===== src/rtl/seg7_pkg.sv =====
// Shared types and default 50 MHz timing constants for the 7-segment counter
// front end; imported by the button conditioner and by the counter top.
package seg7_pkg;

    typedef enum logic [1:0] {
        IDLE         = 2'd0,
        PRESS_WAIT   = 2'd1,
        HELD         = 2'd2,
        RELEASE_WAIT = 2'd3
    } btn_state_t;

    localparam int DEBOUNCE_CYCLES_DEFAULT      = 50_000;      // 1 ms
    localparam int REPEAT_DELAY_CYCLES_DEFAULT  = 25_000_000;  // 500 ms
    localparam int REPEAT_PERIOD_CYCLES_DEFAULT = 5_000_000;   // 100 ms

    function automatic int max3(input int a, input int b, input int c);
        int m;
        m = (a > b) ? a : b;
        return (m > c) ? m : c;
    endfunction

endpackage


===== src/rtl/sync_2ff.sv =====
// Two-flop synchronizer for a single asynchronous level; synchronous
// active-high reset clears both stages to 0.
module sync_2ff (
    input  logic i_clk,
    input  logic i_rst,
    input  logic i_d,
    output logic o_q
);

    logic meta;

    // NOTE: non-blocking assignments make meta and o_q two distinct flops; blocking would collapse the chain.
    always_ff @(posedge i_clk) begin
        if (i_rst) begin
            meta <= 1'b0;
            o_q  <= 1'b0;
        end else begin
            meta <= i_d;
            o_q  <= meta;
        end
    end

endmodule


===== src/rtl/button_click_debouncer.sv =====
// Raw push-button -> synchronized, debounced level plus a one-cycle click pulse.
// Define AUTO_REPEAT_EN to add timed auto-repeat clicks while the button is held.
module button_click_debouncer
    import seg7_pkg::*;
#(
    parameter int DEBOUNCE_CYCLES      = DEBOUNCE_CYCLES_DEFAULT,
    parameter int REPEAT_DELAY_CYCLES  = REPEAT_DELAY_CYCLES_DEFAULT,
    parameter int REPEAT_PERIOD_CYCLES = REPEAT_PERIOD_CYCLES_DEFAULT
) (
    input  logic i_clk,
    input  logic i_rst,
    input  logic i_button,
    output logic o_click,
    output logic o_pressed
);

    localparam int CNT_W = $clog2(max3(DEBOUNCE_CYCLES, REPEAT_DELAY_CYCLES,
                                       REPEAT_PERIOD_CYCLES)) + 1;

    // Debounce waits are DEBOUNCE_CYCLES stable cycles after the entry cycle.
    localparam logic [CNT_W-1:0] DEBOUNCE_LAST = CNT_W'(DEBOUNCE_CYCLES);

    logic             button_sync;
    btn_state_t       state;
    logic [CNT_W-1:0] db_cnt;
    logic             rep_fire;

    sync_2ff u_sync (
        .i_clk (i_clk),
        .i_rst (i_rst),
        .i_d   (i_button),
        .o_q   (button_sync)
    );

`ifdef AUTO_REPEAT_EN
    localparam logic [CNT_W-1:0] REPEAT_DELAY_LAST  = CNT_W'(REPEAT_DELAY_CYCLES);
    localparam logic [CNT_W-1:0] REPEAT_PERIOD_LAST = CNT_W'(REPEAT_PERIOD_CYCLES - 1);

    logic [CNT_W-1:0] rep_cnt;
    logic             rep_first;

    // First repeat waits the long delay, later ones the short period.
    assign rep_fire = (state == HELD) && button_sync &&
                      (rep_cnt == (rep_first ? REPEAT_DELAY_LAST : REPEAT_PERIOD_LAST));

    always_ff @(posedge i_clk) begin
        if (i_rst) begin
            rep_cnt   <= '0;
            rep_first <= 1'b1;
        end else if (state == HELD && button_sync) begin
            if (rep_fire) begin
                rep_cnt   <= '0;
                rep_first <= 1'b0;
            end else begin
                rep_cnt <= rep_cnt + 1'b1;
            end
        end else begin
            // Any time outside a steady HELD re-arms the full initial delay.
            rep_cnt   <= '0;
            rep_first <= 1'b1;
        end
    end
`else
    assign rep_fire = 1'b0;
`endif

    always_ff @(posedge i_clk) begin
        if (i_rst) begin
            state     <= IDLE;
            db_cnt    <= '0;
            o_click   <= 1'b0;
            o_pressed <= 1'b0;
        end else begin
            // NOTE: o_click defaults low every cycle so each raise below is a single-cycle pulse.
            o_click <= 1'b0;
            case (state)
                IDLE: begin
                    if (button_sync) begin
                        state  <= PRESS_WAIT;
                        db_cnt <= '0;
                    end
                end
                PRESS_WAIT: begin
                    if (!button_sync) begin
                        state <= IDLE;
                    end else if (db_cnt == DEBOUNCE_LAST) begin
                        state     <= HELD;
                        o_click   <= 1'b1;
                        o_pressed <= 1'b1;
                    end else begin
                        db_cnt <= db_cnt + 1'b1;
                    end
                end
                HELD: begin
                    if (!button_sync) begin
                        state  <= RELEASE_WAIT;
                        db_cnt <= '0;
                    end else if (rep_fire) begin
                        o_click <= 1'b1;
                    end
                end
                RELEASE_WAIT: begin
                    if (button_sync) begin
                        state <= HELD;
                    end else if (db_cnt == DEBOUNCE_LAST) begin
                        state     <= IDLE;
                        o_pressed <= 1'b0;
                    end else begin
                        db_cnt <= db_cnt + 1'b1;
                    end
                end
                default: state <= IDLE;
            endcase
        end
    end

endmodule


===== config.mk =====
export PLATFORM = sky130hd
export DESIGN_NAME = button_click_debouncer
export DESIGN_NICKNAME = d
export VERILOG_FILES = /design/src/rtl/seg7_pkg.sv /design/src/rtl/sync_2ff.sv /design/src/rtl/button_click_debouncer.sv
export SDC_FILE = /design/constraint.sdc
export NUM_CORES = 1
export LEC_CHECK = 0
export CORE_ASPECT_RATIO = 0.6
export CORE_UTILIZATION = 54
export DETAILED_ROUTE_END_ITERATION = 7
export PLACE_DENSITY = 0.73
export SLEW_MARGIN = 40
export SYNTH_ARGS = -nofsm -noshare
export SYNTH_HDL_FRONTEND = slang
export SYNTH_SLANG_ARGS = --single-unit

===== constraint.sdc =====
create_clock -name i_clk -period 1.9 [get_ports i_clk]
set_clock_uncertainty 0.15 [all_clocks]
set_input_delay 0.57 -clock i_clk [delete_from_list [all_inputs] [get_ports i_clk]]
set_output_delay 0.57 -clock i_clk [all_outputs]
set_load 0.005 [all_outputs]

==> results.ini <==
[synth]
synth.area.top_cells = dfxtp_1 37%, nand2_1 4.4%, nand3_1 4.1%
synth_commonest_cells = 32 x dfxtp_1, 20 x nand2_1, 14 x nand3_1, 14 x nor2_1
synth_top_family_by_area = simple AND/OR/NAND/NOR gates
avgSynthCellArea_um2 = 8.473
synth.cell_area_um2 = 1712
synth_edf_count = 0
ys_seq_area_share_pct = 37.43
yosysUniqueCellTypes = 52
synthFlopType = dfxtp_1
synth_fa_ha_area_share_pct = 1.462
muxShareOfSynthArea_pct = 0.6579
synth_compound_area_share_pct = 14.40
yosys.area.top_type = dfxtp_1
syn-num-nets = 207
syn_inst = 202
async_reset_ff_share_pct = 0
yosysWarnings = 0
synth_top_cell_area_share_pct = 37.43
yosysMostFrequentCell = dfxtp_1
synth_simple_gate_area_share_pct = 36.04
ys_seq_elements = 32
synthXorXnorAreaFrac_pct = 4.605

[global_routing]
use_met3_pct = 8.186
first_global_vias = 1738
antenna_found_initial = 0
grt_util_all_layers_pct = 32.72
grtUsageMet2_pct = 52.97
grt_overflow_total = 0
gr-max-usage-layer = met2
grt_max_degree = 10
grt_use_met1_pct = 42.30
grt_first_pass_wirelength_um = 7941

[finish]
diodes = 0
utilization_pct = 82.85
regArea_um2 = 646.9
fill_cells = 188
finish.instance_area_um2 = 2441
layout.cells.non_filler = 308
num-nets-final = 270
drive_above_1_share_pct = 40.60
areaGrowthSynthToFinish_pct = 42.62
multi_input_area_um2 = 1117

[pwr]
intPower_mw = 1.005
switching_share_pct = 22.54
p_total_mw = 1.297
pwr-share-clk_pct = 42.1
p_seq_share_pct = 52.4
combPwrFrac_pct = 5.5
vdd_ir_drop_max_mv = 0.4632
switching_power_mw = 0.2923
p_per_area_nw_per_um2 = 531.3
p_leak_nw = 0.9459

[placed_design]
placed_cell_area_um2 = 2153
hpwl_um = 3753
dp.cells = 294
port_buffers = 4
place_congestion = 0.9516
pre_cts_ws_ps = -304.5

[clock_network]
cts_max_path_buffers = 2
cts_made_buffers = 5
clk_latency_ps = 280
root_buffer = clkbuf_8
cts_tree = done
clock-sinks = 32
clk_pin_slew_worst_paths_ps = 70
holdBufCountCts = 0
h-tree-depth = 2

[sta]
finalSetupTns_ps = -261.0
slew_headroom_pct = 78.37
fin_ws_ps = -75.38
period_share_pct = 104.0
slew_violations = 0
finalHoldViolCount = 0
grt_setup_unrepaired = yes
fmax_ghz = 0.5062
holdWs_ps = 292.3
tightestPinTransition_ps = 321.4
layout_min_cycle_time_ps = 1975
setup_violations = 11

[outcome]
status = finished, violations left
violations = setup timing

[die]
io_pins = 5
die_h_um = 45.61
dieArea_um2 = 3406
die_w_um = 74.69
rows = 15
core-area_um2 = 2947
start_util_pct = 58.09

[routing]
wirelength_um = 5266
wl_per_cell_um = 17.10
vias_per_cell = 5.968
drc_errors = 0
vias = 1838
drtAntennaViolNets = 0
drt_pass1_iterations = 7
dr.first_iter.drc_count = 170

[job]
maxCapViolCount = 0

[min_path]
hold_class = register to register
hold_path_startpoint = u_sync.meta

[setup_path]
cp-end-kind = register
path_max_fanout = 4
path_class = register to register
r2r_start = db_cnt[5]
worstSetupStartpointType = register
crit_arrival_ps = 2040
required_ps = 1970
cp-startpoint = db_cnt[5]

## state kept, by name, summed over array words and instances, names as in the netlist, named ones only
name,flops
u_sync.o_q,1
state,1
u_sync.meta,1
o_pressed,1
o_click,1
db_cnt,26
## power groups by stage
stage / clock network (mW) / logic (mW) / registers (mW)
final: 0.546 / 0.0710 / 0.680
after global placement: 0 / 0.0598 / 0.694
after floorplan: 0 / 0.0261 / 0.693
after CTS: 0.547 / 0.0673 / 0.680
after global routing: 0.573 / 0.0745 / 0.680
after detailed placement: 0 / 0.0604 / 0.694
## path summary, 6_finish.rpt
path / end / slack (ps) / cells past startpoint
max: db_cnt[10] / -80 / 7
min: u_sync.o_q / 290 / 1
max reg2reg: db_cnt[10] / -80 / 7
min reg2reg: u_sync.o_q / 290 / 1
## critical path, stage by stage, from the launching register on
cell and delay (ps):
dfxtp_1 400, and4bb_1 230, nand4_2 80, buf_4 140, o21ai_1 80, buf_4 160, or4b_4 530, a21oi_2 130
## routing by layer
layer	share of wire, %	up-vias	wire (um)
met5	0	-	0
met4	1.6	0	85
met3	8.2	11	433
met2	46	92	2410
met1	44	868	2336
li1	-	867	-
## layout make-up
class | count | share of cell area (%)
Multi-Input combinational cell | 154 | 45.77
Sequential cell | 32 | 26.50
Timing Repair Buffer | 65 | 20.81
Clock buffer | 8 | 3.690
Tap cell | 42 | 2.153
Inverter | 7 | 1.076
## cell families (layout without fill, tap and decap cells)
family | after synthesis | after routing
xor+xnor | 9 | 9
mux | 1 | 1
flops | 32 | 32
buf+inv | 16 | 80
simple gates | 102 | 102
compound gates | 40 | 40
fa+ha+maj | 2 | 2
## cell usage in the layout (no fill, tap or decap), types with 4 or more instances in the layout
cell       n
xor2_1     5
o21ai_0    9
a31oi_1    6
dfxtp_1   29
inv_1      7
clkbuf_8   6
a21oi_2    7
nor2_1    12
a21oi_1    5
or3_1      7
xnor2_1    4
nor3_2     5
buf_4     57
nand3_1   13
nand4_1   11
nand2_1   20
## timing repair
item                       in CTS  in global routing
gates cloned                    1                  0
pin swaps                      13                  7
setup endpoints to repair      22                 24
setup buffers                   6                  0
gates resized for setup        25                 14
(Power assumes the default switching activity.)
